`src/rtl/stage_mem_pkg.sv`:
```
// Shared types and constants for the memory-access pipeline stage.
// Holds mem-op and exception encodings, bus FSM states and the MEM/WB record.
package stage_mem_pkg;

    localparam int WORD_W  = 32;
    localparam int WADDR_W = 30;

    typedef enum logic [1:0] {
        MEM_OP_NONE  = 2'd0,
        MEM_OP_LOAD  = 2'd1,
        MEM_OP_STORE = 2'd2
    } mem_op_e;

    localparam logic [2:0] EXP_NONE          = 3'd0;
    localparam logic [2:0] EXP_INT           = 3'd1;
    localparam logic [2:0] EXP_OVF           = 3'd3;
    localparam logic [2:0] EXP_CODE_MISALIGN = 3'd4;

    typedef enum logic [1:0] {
        ST_IDLE   = 2'd0,
        ST_REQ    = 2'd1,
        ST_ACCESS = 2'd2,
        ST_HOLD   = 2'd3
    } bus_state_e;

    typedef struct packed {
        logic [WADDR_W-1:0] pc;
        logic               en;
        logic               br_flag;
        logic [1:0]         ctrl_op;
        logic [4:0]         dst_addr;
        logic               gpr_we_;
        logic [2:0]         exp_code;
        logic [WORD_W-1:0]  out;
    } memwb_t;

    // Op code 3 is reserved and behaves like "no memory access".
    function automatic logic is_mem_op(input logic [1:0] op);
        return (op == MEM_OP_LOAD) || (op == MEM_OP_STORE);
    endfunction

    function automatic logic [WADDR_W-1:0] word_addr(input logic [WORD_W-1:0] byte_addr);
        return byte_addr[WORD_W-1:2];
    endfunction

endpackage

```
`src/rtl/stage_mem_if.sv`:
```
// Shared-bus request/grant/ready handshake between the MEM stage and the bus.
interface stage_mem_if;
    import stage_mem_pkg::*;

    logic               bus_req;
    logic               bus_grant;
    logic               bus_as;
    logic               bus_rw;
    logic [WADDR_W-1:0] bus_addr;
    logic [WORD_W-1:0]  bus_wr_data;
    logic [WORD_W-1:0]  bus_rd_data;
    logic               bus_rdy;

    modport master (
        output bus_req, bus_as, bus_rw, bus_addr, bus_wr_data,
        input  bus_grant, bus_rd_data, bus_rdy
    );

    modport slave (
        input  bus_req, bus_as, bus_rw, bus_addr, bus_wr_data,
        output bus_grant, bus_rd_data, bus_rdy
    );

endinterface

```
`src/rtl/stage_mem_bus_if.sv`:
```
// Bus access sequencer: request/grant/ready FSM with registered bus outputs,
// a read-data buffer for stalled completions, and the stage busy signal.
module mem_bus_if
    import stage_mem_pkg::*;
(
    input  logic               clk,
    input  logic               rst,
    input  logic               stall,
    input  logic               flush,
    input  logic               access_req,
    input  logic               is_load,
    input  logic [WADDR_W-1:0] word_addr_in,
    input  logic [WORD_W-1:0]  wr_data_in,
    stage_mem_if.master        bus,
    output logic               mem_busy,
    output logic [WORD_W-1:0]  rd_data
);

    bus_state_e         state_reg;
    logic               req_reg;
    logic               as_reg;
    logic               rw_reg;
    logic [WADDR_W-1:0] addr_reg;
    logic [WORD_W-1:0]  wr_data_reg;
    logic [WORD_W-1:0]  rd_buf_reg;
    logic               rdy_now;

    assign rdy_now = (state_reg == ST_ACCESS) && bus.bus_rdy;

    always_ff @(posedge clk or negedge rst) begin
        if (!rst) begin
            state_reg   <= ST_IDLE;
            req_reg     <= 1'b0;
            as_reg      <= 1'b0;
            rw_reg      <= 1'b1;
            addr_reg    <= '0;
            wr_data_reg <= '0;
            rd_buf_reg  <= '0;
        end else begin
            case (state_reg)
                ST_IDLE: begin
                    if (access_req && !flush) begin
                        state_reg <= ST_REQ;
                        req_reg   <= 1'b1;
                    end
                end
                ST_REQ: begin
                    if (flush) begin
                        state_reg <= ST_IDLE;
                        req_reg   <= 1'b0;
                    end else if (bus.bus_grant) begin
                        // EX/MEM is frozen by mem_busy, so latching here is safe.
                        state_reg   <= ST_ACCESS;
                        as_reg      <= 1'b1;
                        rw_reg      <= is_load;
                        addr_reg    <= word_addr_in;
                        wr_data_reg <= wr_data_in;
                    end
                end
                ST_ACCESS: begin
                    // Flush does not abort a granted access; the bus cycle must finish.
                    if (bus.bus_rdy) begin
                        rd_buf_reg <= bus.bus_rd_data;
                        req_reg    <= 1'b0;
                        as_reg     <= 1'b0;
                        rw_reg     <= 1'b1;
                        state_reg  <= stall ? ST_HOLD : ST_IDLE;
                    end
                end
                ST_HOLD: begin
                    if (!stall) begin
                        state_reg <= ST_IDLE;
                    end
                end
                default: state_reg <= ST_IDLE;
            endcase
        end
    end

    assign mem_busy = ((state_reg == ST_IDLE) && access_req)
                    || (state_reg == ST_REQ)
                    || ((state_reg == ST_ACCESS) && !bus.bus_rdy);

    assign rd_data = rdy_now ? bus.bus_rd_data : rd_buf_reg;

    assign bus.bus_req     = req_reg;
    assign bus.bus_as      = as_reg;
    assign bus.bus_rw      = rw_reg;
    assign bus.bus_addr    = addr_reg;
    assign bus.bus_wr_data = wr_data_reg;

endmodule

```
`src/rtl/stage_mem.sv`:
```
// Memory-access pipeline stage: drives word loads/stores on the shared bus and
// updates the MEM/WB register with load data or the pass-through EX result.
module stage_mem
    import stage_mem_pkg::*;
#(
    parameter int         DATA_W       = WORD_W,
    parameter int         ADDR_W       = WADDR_W,
    parameter logic [2:0] EXP_MISALIGN = EXP_CODE_MISALIGN
) (
    input  logic              clk,
    input  logic              rst,
    input  logic              stall,
    input  logic              flush,
    input  logic [ADDR_W-1:0] ex_pc,
    input  logic              ex_en,
    input  logic              ex_br_flag,
    input  logic [1:0]        ex_mem_op,
    input  logic [DATA_W-1:0] ex_mem_wr_data,
    input  logic [1:0]        ex_ctrl_op,
    input  logic [4:0]        ex_dst_addr,
    input  logic              ex_gpr_we_,
    input  logic [2:0]        ex_exp_code,
    input  logic [DATA_W-1:0] ex_out,
    stage_mem_if.master       bus,
    output logic              mem_busy,
    output logic [DATA_W-1:0] fwd_data,
    output logic [ADDR_W-1:0] mem_pc,
    output logic              mem_en,
    output logic              mem_br_flag,
    output logic [1:0]        mem_ctrl_op,
    output logic [4:0]        mem_dst_addr,
    output logic              mem_gpr_we_,
    output logic [2:0]        mem_exp_code,
    output logic [DATA_W-1:0] mem_out
);

    logic              mem_inst;
    logic              aligned;
    logic              access_req;
    logic              misalign;
    logic              is_load;
    logic [WORD_W-1:0] rd_data;
    memwb_t            wb_reg;
    memwb_t            wb_next;

    // Only a valid, exception-free load/store touches memory.
    assign mem_inst   = ex_en && (ex_exp_code == EXP_NONE) && is_mem_op(ex_mem_op);
    assign aligned    = (ex_out[1:0] == 2'b00);
    assign access_req = mem_inst && aligned;
    assign misalign   = mem_inst && !aligned;
    assign is_load    = (ex_mem_op == MEM_OP_LOAD);

    mem_bus_if u_bus (
        .clk          (clk),
        .rst          (rst),
        .stall        (stall),
        .flush        (flush),
        .access_req   (access_req),
        .is_load      (is_load),
        .word_addr_in (word_addr(ex_out)),
        .wr_data_in   (ex_mem_wr_data),
        .bus          (bus),
        .mem_busy     (mem_busy),
        .rd_data      (rd_data)
    );

    always_comb begin
        wb_next.pc       = ex_pc;
        wb_next.en       = ex_en;
        wb_next.br_flag  = ex_br_flag;
        wb_next.ctrl_op  = ex_ctrl_op;
        wb_next.dst_addr = ex_dst_addr;
        wb_next.gpr_we_  = ex_gpr_we_;
        wb_next.exp_code = ex_exp_code;
        wb_next.out      = (access_req && is_load) ? rd_data : ex_out;
        if (flush) begin
            wb_next         = '0;
            wb_next.gpr_we_ = 1'b1;
        end else if (misalign) begin
            wb_next.exp_code = EXP_MISALIGN;
            wb_next.gpr_we_  = 1'b1;
            wb_next.ctrl_op  = 2'b00;
            wb_next.dst_addr = 5'd0;
            wb_next.out      = '0;
        end
    end

    always_ff @(posedge clk or negedge rst) begin
        if (!rst) begin
            wb_reg         <= '0;
            wb_reg.gpr_we_ <= 1'b1;
        end else if (!stall) begin
            wb_reg <= wb_next;
        end
    end

    assign fwd_data     = wb_next.out;
    assign mem_pc       = wb_reg.pc;
    assign mem_en       = wb_reg.en;
    assign mem_br_flag  = wb_reg.br_flag;
    assign mem_ctrl_op  = wb_reg.ctrl_op;
    assign mem_dst_addr = wb_reg.dst_addr;
    assign mem_gpr_we_  = wb_reg.gpr_we_;
    assign mem_exp_code = wb_reg.exp_code;
    assign mem_out      = wb_reg.out;

endmodule
```
`src/flat_wrapper.sv`:
```
// flat-port wrapper written by rule: the top's interface ports become plain ports
module stage_mem_flat import stage_mem_pkg::*;
#(
    parameter int         DATA_W       = WORD_W,
    parameter int         ADDR_W       = WADDR_W,
    parameter logic [2:0] EXP_MISALIGN = EXP_CODE_MISALIGN
)
  (clk, rst, stall, flush, ex_pc, ex_en, ex_br_flag, ex_mem_op, ex_mem_wr_data, ex_ctrl_op, ex_dst_addr, ex_gpr_we_, ex_exp_code, ex_out, mem_busy, fwd_data, mem_pc, mem_en, mem_br_flag, mem_ctrl_op, mem_dst_addr, mem_gpr_we_, mem_exp_code, mem_out, bus_bus_req, bus_bus_as, bus_bus_rw, bus_bus_addr, bus_bus_wr_data, bus_bus_grant, bus_bus_rd_data, bus_bus_rdy);
  stage_mem_if bus_i ();
  input  logic clk;
  input  logic rst;
  input  logic stall;
  input  logic flush;
  input  logic [ADDR_W-1:0] ex_pc;
  input  logic ex_en;
  input  logic ex_br_flag;
  input  logic [1:0] ex_mem_op;
  input  logic [DATA_W-1:0] ex_mem_wr_data;
  input  logic [1:0] ex_ctrl_op;
  input  logic [4:0] ex_dst_addr;
  input  logic ex_gpr_we_;
  input  logic [2:0] ex_exp_code;
  input  logic [DATA_W-1:0] ex_out;
  output logic mem_busy;
  output logic [DATA_W-1:0] fwd_data;
  output logic [ADDR_W-1:0] mem_pc;
  output logic mem_en;
  output logic mem_br_flag;
  output logic [1:0] mem_ctrl_op;
  output logic [4:0] mem_dst_addr;
  output logic mem_gpr_we_;
  output logic [2:0] mem_exp_code;
  output logic [DATA_W-1:0] mem_out;
  output wire logic [$bits(bus_i.bus_req)-1:0] bus_bus_req;
  output wire logic [$bits(bus_i.bus_as)-1:0] bus_bus_as;
  output wire logic [$bits(bus_i.bus_rw)-1:0] bus_bus_rw;
  output wire logic [$bits(bus_i.bus_addr)-1:0] bus_bus_addr;
  output wire logic [$bits(bus_i.bus_wr_data)-1:0] bus_bus_wr_data;
  input wire logic [$bits(bus_i.bus_grant)-1:0] bus_bus_grant;
  input wire logic [$bits(bus_i.bus_rd_data)-1:0] bus_bus_rd_data;
  input wire logic [$bits(bus_i.bus_rdy)-1:0] bus_bus_rdy;
  assign bus_bus_req = bus_i.bus_req;
  assign bus_bus_as = bus_i.bus_as;
  assign bus_bus_rw = bus_i.bus_rw;
  assign bus_bus_addr = bus_i.bus_addr;
  assign bus_bus_wr_data = bus_i.bus_wr_data;
  assign bus_i.bus_grant = bus_bus_grant;
  assign bus_i.bus_rd_data = bus_bus_rd_data;
  assign bus_i.bus_rdy = bus_bus_rdy;
  stage_mem #(.DATA_W(DATA_W), .ADDR_W(ADDR_W), .EXP_MISALIGN(EXP_MISALIGN)) u_core (.clk(clk), .rst(rst), .stall(stall), .flush(flush), .ex_pc(ex_pc), .ex_en(ex_en), .ex_br_flag(ex_br_flag), .ex_mem_op(ex_mem_op), .ex_mem_wr_data(ex_mem_wr_data), .ex_ctrl_op(ex_ctrl_op), .ex_dst_addr(ex_dst_addr), .ex_gpr_we_(ex_gpr_we_), .ex_exp_code(ex_exp_code), .ex_out(ex_out), .bus(bus_i), .mem_busy(mem_busy), .fwd_data(fwd_data), .mem_pc(mem_pc), .mem_en(mem_en), .mem_br_flag(mem_br_flag), .mem_ctrl_op(mem_ctrl_op), .mem_dst_addr(mem_dst_addr), .mem_gpr_we_(mem_gpr_we_), .mem_exp_code(mem_exp_code), .mem_out(mem_out));
endmodule
```
`config.mk`:
```
export PLATFORM = sky130hd
export DESIGN_NAME = stage_mem_flat
export DESIGN_NICKNAME = d
export VERILOG_FILES = /design/src/rtl/stage_mem_pkg.sv /design/src/rtl/stage_mem_if.sv /design/src/rtl/stage_mem_bus_if.sv /design/src/rtl/stage_mem.sv /design/src/flat_wrapper.sv
export SDC_FILE = /design/constraint.sdc
export NUM_CORES = 1
export LEC_CHECK = 0
export ABC_AREA = 1
export CORE_MARGIN = 2
export CORE_UTILIZATION = 40
export CTS_CLUSTER_DIAMETER = 100
export DETAILED_ROUTE_END_ITERATION = 6
export PLACE_DENSITY = 0.9
export SLEW_MARGIN = 10
export SYNTH_ARGS = -nofsm -noshare
export SYNTH_HDL_FRONTEND = slang
export SYNTH_HIERARCHICAL = 1
export SYNTH_SLANG_ARGS = --single-unit
```
`constraint.sdc`:
```
create_clock -name clk -period 2.46 [get_ports clk]
set_clock_uncertainty 0.05 [all_clocks]
set_input_delay 0.492 -clock clk [delete_from_list [all_inputs] [get_ports clk]]
set_output_delay 0.492 -clock clk [all_outputs]
set_load 0.03 [all_outputs]
```
=== Word level (Yosys, flattened, before mapping) ===
Index checks and enable logic that the tools add are counted.

* Reduce and logical (&&, ||, !) cells: 25
* Equal/unequal tests: 12
* Bitwise operators: 1
* Mux-type cells: 23

{| class="wikitable"
|+ Operators by type and width
! cell !! number
|-
| 32-bit 2-to-1 mux || 3
|-
| 43-bit 2-to-1 mux || 2
|-
| 2-bit 2-to-1 mux || 6
|-
| 2-bit != test (second input constant) || 6
|-
| 4-bit AND reduction || 3
|-
| 1-bit logical AND || 9
|-
| 1-bit 2-to-1 mux || 8
|-
| 2-bit one-hot mux with 4 select lines || 1
|-
| 2-bit == test (second input constant) || 3
|-
| 2-bit by 1-bit == test with 1-bit output (second input constant) || 2
|-
| 2-bit logical NOT || 2
|-
| 1-bit one-hot mux with 2 select lines || 2
|-
| 1-bit logical NOT || 3
|-
| 3-bit logical NOT || 1
|-
| 1-bit logical OR || 3
|-
| 3-bit != test (second input constant) || 1
|-
| 1-bit one-hot mux with 3 select lines || 1
|-
| 3-bit AND reduction || 1
|-
| 3-bit nonzero test || 1
|-
| 2-bit AND reduction || 1
|-
| 2-bit nonzero test || 1
|-
| 1-bit NOT || 1
|}

* Input port bits: 147
* Output and inout bits: 173
* Bits in registers: 174
* Logic and storage cells: 76

=== Longest topological paths before layout ===
Gate-level depths: netlist of the first run.

* Depth in word-level cells: 8
* Gate-level depth with buffers: 11
* Mapped depth without buffers: 11

=== Hierarchy ===
Netlist of the first run, hierarchy kept.

{| class="wikitable"
|+ Modules (own cells, without submodules)
! module !! area an instance (µm²) !! cells an instance !! times used
|-
| stage_mem || 4065.1 || 478 || 1
|-
| mem_bus_if || 4025.1 || 388 || 1
|}

=== Least setup slack after synthesis of the first run ===
Ideal clock, no wire load.

* Path kind: reg-to-output
* From: register u_core.u_bus.state_reg[0]
* To: output port fwd_data[4]
* Arrival: 1846 ps
* Buffers on the path: 2
* Setup slack: 72 ps
* Stages on the path, launching flop included: 10
* Cell sequence: dfrtp_1 -> inv_1 -> ha_1 -> nand2_1 -> buf_2 -> mux2_2 -> inv_1 -> nand4_1 -> and3_1 -> buf_4

{| class="wikitable"
|+ RTL lines
! element !! RTL line !! source
|-
| from (decl) || stage_mem_bus_if.sv:19 || <nowiki>bus_state_e state_reg;</nowiki>
|-
| from (signal assigned) || stage_mem_bus_if.sv:67 || <nowiki>state_reg <= stall ? ST_HOLD : ST_IDLE;</nowiki>
|-
| to (decl) || flat_wrapper.sv:25 || <nowiki>output logic [DATA_W-1:0] fwd_data;</nowiki>
|}

=== Worst setup path in the final report of the first run ===
* From: register u_core.u_bus.state_reg[0]
* To: output port fwd_data[20]

* Cells in the longest elaborated chain, start to end: 6

{| class="wikitable"
|+ Ends and longest elaborated chain
! element !! RTL line !! source
|-
| 2-bit == test || stage_mem_bus_if.sv:28 || <nowiki>assign rdy_now = (state_reg == ST_ACCESS) && bus.bus_rdy;</nowiki>
|-
| 1-bit logical AND || stage_mem_bus_if.sv:28 ||
|-
| 32-bit 2-to-1 mux || stage_mem_bus_if.sv:84 || <nowiki>assign rd_data = rdy_now ? bus.bus_rd_data : rd_buf_reg;</nowiki>
|-
| net u_core.rd_data[20] || stage_mem.sv:42 || <nowiki>logic [WORD_W-1:0] rd_data;</nowiki>
|-
| 32-bit 2-to-1 mux || stage_mem.sv:75 || <nowiki>wb_next.out = (access_req && is_load) ? rd_data : ex_out;</nowiki>
|-
| 43-bit 2-to-1 mux || stage_mem.sv:79 || <nowiki>end else if (misalign) begin</nowiki>
|-
| 43-bit 2-to-1 mux || stage_mem.sv:76 || <nowiki>if (flush) begin</nowiki>
|}

The timed path passes the listed nets, and every way through them passes these cells.

==> impl_results.md, run 1 <==
* RSZ-0062 raised after global routing: yes
* TNS Setup at -7438 ps
* Clock Latency Late Sink at 420 ps
* Worst Tran Pin Value at 1176 ps
* Largest stage delay, worst path at between 300 and 400 ps
* Initial core utilization at 40.37%
* R2r worst-path depth at 17
* Core area at 20040 µm²
* Final setup viols at 33
* Peak VDD IR at 0.0004602 V
* Chip Width at 146.2 µm
* RD Place Congestion at 0.9005
* Syn nets at 1020
* Total GRT Usage at about a quarter
* Detailed Place HPWL at 18290 µm
* Post-route ant nets at 0
* Yosys reg bits at ~170
* CP Data Arrival Time at 2220 ps
* Rows at 52
* Worst-path maximum fanout at 10
* Most common cell in the netlist: nand2_1
* Fin crit share at 112.2%
* Clock sink count at about 170
* Max-Cap Viols at 0
* Largest net degree at the start of global routing at 58
* Tmin final at 2759 ps
* Critical Path Start Type: flop
* Hold/Removal Path Class: primary input to flop
* Slew Limit Fails at 0
* Syn_area_per_cell at 9.342 µm²
* Via count at about 7700
* Worst path cell trace: inv_2 -> ha_4 -> nand2_8 -> buf_6 -> mux2_4 -> inv_2 -> nand4_1 -> and3_4 -> buf_6
* Area grow syn2layout at 60.86%
* Post-Syn Area at 8090 µm²
* Inserted Clock Buffers at 17
* # IOs at between 300 and 400
* Share of layout cells above drive strength 1 at approximately 22%
* Register area share after synthesis at between 50% and 60%
* H-tree depth at 4
* Final WS setup at -299.1 ps
* Leakage Power at 0.006470 µW
* Share of flip-flops with an asynchronous set or reset at 100.0%
* Initial antenna violation count at 0
* Synth Instances at 866
* Vias in the first global route at a little over 8000
* Die H at about 150 µm
* Via density at 5.102
* WHS Path Cells at 3
* Top FF cell, synth: dfrtp_1
* Congestion Overflow GR at 0
* Largest cells by area after synthesis: dfrtp_1, nand2_1, inv_1
* CTS tree: yes
* First-pass GRT wire length at ~44000 µm
* Die Area at 21380 µm²
* Synth area leader: dfrtp_1
* Post-synth EDFFs at 0
* Port buffer count at 319
* Peak Freq at around 360 MHz
* Most frequent cells after synthesis: nand2_1, dfrtp_1, inv_1
* Failing checks: negative setup slack
* Initial DRT Pass Iterations at 5
* Nets at 1389
* Final hold vios at 0
* Run status: finished, violations left
* Required time of the critical path at 1920 ps
* Pwr Density at 917.8 nW/µm²
* CP endpoint kind: output port
* Routed len/inst at around 19 µm
* Max Root-Sink Buffers at 2
* ANT cells at 0
* Drt initial violations at 473
* Final wirelength at a little under 30000 µm
* Root Buffer: clkbuf_16
* Number of remaining DRC errors at 0
* Hold WS at 356.8 ps
* Share of the synthesized area in the top cell type at a little over half
* Yosys cell types at 28
* Clk pin slew, worst setup/hold paths at 70 ps
* Setup CP Type: flop to output port
* Slowest-stage cell, CP: dfrtp_1
* Synth warn at 6
* Slew Limit Headroom at around a fifth
area by class of cell:
cell class	count	area, µm²
tap	270	337.8
timing repair buffer	429	4297
multi-input combinational	473	2890
sequential	174	4357
clock inverter	14	167.7
inverter	140	525.5
fill	1484	7025
clock buffer	18	439.2
layer usage:
metal  GRT usage, %  share of wire, %
met3          7.719               9.2
met2          46.49                50
met4          9.612               3.2
met5              0                 0
met1          31.11                38
worst max-delay path: cells and delay by family (launching register included):
family,cells,cell delay (ps)
adder cells (fa/ha/maj),1,180
buffers and inverters,4,450
flip-flops,1,370
multiplexers,1,330
AND/OR/NAND/NOR,3,470
placed cells by master, fill, tap and decap left out, types with 6 or more instances in the layout:
master,instances
nor2_4,6
buf_6,40
o21ai_1,58
and3_1,11
buf_4,87
buf_12,14
clkbuf_16,18
inv_2,17
o21ai_0,13
mux2_4,13
clkdlybuf4s50_1,276
nand4_1,62
a21oi_1,6
and3_4,19
dfrtp_1,172
nand2_1,203
mux2_2,19
inv_1,122
a22o_1,32
worst paths after layout:
kind	end	startpoint	slack (ps)
min	u_core/mem_exp_code[2]$_DFFE_PN0N_	ex_exp_code[2]	360
min reg2reg	u_core/u_bus/bus.bus_rw$_DFFE_PN1P_	u_core/u_bus/bus.bus_rw$_DFFE_PN1P_	430
max reg2reg	u_core/mem_out[20]$_DFFE_PN0N_	u_core/u_bus/state_reg[0]$_DFFE_PN0P_	-220
min in group asynchronous	u_core/u_bus/bus.bus_addr[8]$_DFFE_PN0P_	rst	580
max	fwd_data[20]	u_core/u_bus/state_reg[0]$_DFFE_PN0P_	-300
max in group asynchronous	u_core/u_bus/bus.bus_rw$_DFFE_PN1P_	rst	1070
through the flow:
step | total power [µW] | worst slack (ps) | util (%) | area, µm² | std cells
global route | 12500 | -363.6 | 64.94 | 13010 | 1518
global placement | 8613 | -561.5 | 57.53 | 11530 | 1428
floorplan | 6723 | 72.08 | - | 8090 | 866
finish | 11940 | -299.1 | 64.94 | 13010 | 1518
CTS | 11820 | -328.8 | 64.42 | 12910 | 1509
detailed placement | 8781 | -555.8 | 57.53 | 11530 | 1428
kinds of logic (layout without fill, tap and decap cells):
group / count (synthesis) / count (layout) / share of synthesized area [%]
flops: 174 / 174 / 53.85
simple gates: 318 / 321 / 18.57
compound gates: 113 / 113 / 8.568
mux: 32 / 32 / 4.454
fa+ha+maj: 7 / 7 / 1.083
buf+inv: 222 / 601 / 13.47
power breakdown:
part	switching (µW)	total, µW	leakage, µW	internal [µW]
Combinational	2810	5010	0.00397	2200
Clock	1300	2790	0.000296	1490
Sequential	418	4140	0.00220	3720
repair_timing:
| action | in CTS | in global routing |
|---|---|---|
| gates resized for setup | 86 | 29 |
| cloned | 6 | 2 |
| hold buffers | 1 | 0 |
| hold endpoints to repair | 16 | 0 |
| endpoints found under the setup margin | 33 | 36 |
| setup buffers | 42 | 18 |
| pin swaps | 39 | 21 |
No activity file was read; power rests on OpenSTA's default activity.
==> run 2: changes to the inputs <==
CORE_UTILIZATION = 46   (was 40)
PLACE_DENSITY = 0.95   (was 0.9)
clock period = 3.53 ns   (was 2.46 ns; I/O delays follow)
==> impl_results.md, run 2 (same netlist as run 1, synthesis figures left out) <==
* CP Launch Point: ex_mem_op[1]
* Slew Limit Headroom at 42.72%
* Buf+Inv Stages, Crit Path at 3
* Worst-path maximum fanout at 32
* Largest stage delay, worst path at 460 ps
* Pwr Density at 670.3 nW/µm²
* Reg2reg start: u_core/u_bus/state_reg[0]$_DFFE_PN0P_
* # IOs at 320
* Drt initial violations at 482
* RD Place Congestion at 0.8366
* Peak Freq at between 200 and 300 MHz
* First-pass GRT wire length at 37540 µm
* Port buffer count at ~320
* Required time of the critical path at around 2800 ps
* CP Data Arrival Time at 2630 ps
* Leakage Power at 0.005908 µW
* Slowest-stage cell, CP: clkdlybuf4s50_1
* Rows at between 40 and 50
* Total GRT Usage at a little over a quarter
* Share of layout cells above drive strength 1 at 12.33%
* Setup CP Type: primary input to output port
* Die Area at approximately 19000 µm²
* Worst path cell trace: clkdlybuf4s50_1 -> inv_1 -> ha_4 -> nor2_4 -> nand3_2 -> nor2_4 -> nor2_8 -> and3_1 -> buf_12
* Detailed Place HPWL at around 18000 µm
* RSZ-0062 raised after global routing: no
* Clock Latency Late Sink at between 400 and 500 ps
* Run status: finished clean
* ANT cells at 0
* Most frequent cells in the layout: clkdlybuf4s50_1, nand2_1, dfrtp_1
* Hold WS at 252.2 ps
* Initial core utilization at 46.94%
* Initial antenna violation count at 0
* Top cell family by delay on the critical path: simple AND/OR/NAND/NOR gates
* Slew Limit Fails at 0
* Post-route ant nets at 0
* Max-Cap Viols at 0
* Commonest non-fill, non-tap cell in the layout: clkdlybuf4s50_1
* CTS tree: yes
* Final setup viols at 0
* Initial DRT Pass Iterations at 5
* CP endpoint kind: output port
* Core area at 17240 µm²
* Max Root-Sink Buffers at 2
* Most frequent CP cell: nor2_4
* Clk pin slew, worst setup/hold paths at 70 ps
* Fin util at 68.75%
* Worst Tran Pin Value at 857.1 ps
* Clock sink count at 174
* Congestion Overflow GR at 0
* Chip Width at 136.6 µm
* Inserted Clock Buffers at 17
* Largest net degree at the start of global routing at 77
* Tmin final at 3390 ps
* Final hold vios at 0
* Via density at about 5.2
* Via count at 7243
* H-tree depth at 4
* Routed len/inst at about 18 µm
* Die H at 136.6 µm
* Number of remaining DRC errors at 0
* Final wirelength at 25220 µm
* Peak VDD IR at between 0.0004 and 0.0005 V
* Critical Path Start Type: primary input
* Area grow syn2layout at 46.47%
* Hold/Removal Path Class: primary input to async pin
* Fin crit share at 96.04%
* Nets at 1301
* Root Buffer: clkbuf_16
* Vias in the first global route at 7200
[run 2: through the flow]
stage	power [µW]	area [µm²]	worst slack, ps	setup TNS (ps)	std cells
detailed placement	6070	11180	-5.009	-5.325	1349
finish	7944	11850	139.8	0	1385
floorplan	4685	8090	797.3	0	866
CTS	7983	11800	8.002	0	1382
global route	8330	11850	62.49	0	1385
global placement	5941	11180	36.23	0	1349
[run 2: final cells by class]
class / instances / area, µm²
clock buffer: 17 / 425.4
inverter: 140 / 525.5
clock inverter: 15 / 175.2
sequential: 174 / 4357
multi-input combinational: 471 / 2688
fill: 1252 / 5386
timing repair buffer: 343 / 3398
tap: 225 / 281.5
[run 2: repair_timing]
action / CTS / global route
buffers inserted: 0 / 3
pin swaps: 1 / 4
hold buffers: 0 / 0
setup endpoints to repair: 2 / 27
gates resized for setup: 2 / 5
gates cloned: 1 / 0
[run 2: layer usage]
| layer | vias to the layer above | global-route usage [%] | share of wire (%) |
|---|---|---|---|
| met4 | 0 | 13.25 | 4.1 |
| met1 | 3426 | 30.39 | 37 |
| met5 | - | 0 | 0 |
| li1 | 3329 | - | - |
| met3 | 67 | 7.889 | 9.1 |
| met2 | 421 | 45.31 | 50 |
[run 2: where the power goes]
group	switching [µW]	internal [µW]	leakage, µW	total (µW)
registers	282	2590	0.00220	2870
logic	1850	1330	0.00341	3180
clock network	873	1010	0.000291	1890
[run 2: path summary, 6_finish.rpt]
check                                                          endpoint  slack [ps]  cells after the start
min in group clk           u_core/u_bus/bus.bus_wr_data[28]$_DFFE_PN0P_         430                      2
max in group asynchronous       u_core/u_bus/rd_buf_reg[31]$_DFFE_PN0N_        2360                      2
setup / recovery                                            fwd_data[3]         140                      9
hold / removal                           u_core/mem_out[12]$_DFFE_PN0N_         250                      1
hold reg to reg            u_core/u_bus/bus.bus_wr_data[28]$_DFFE_PN0P_         430                      2
setup reg to reg                         u_core/mem_out[19]$_DFFE_PN0N_        1380                     10
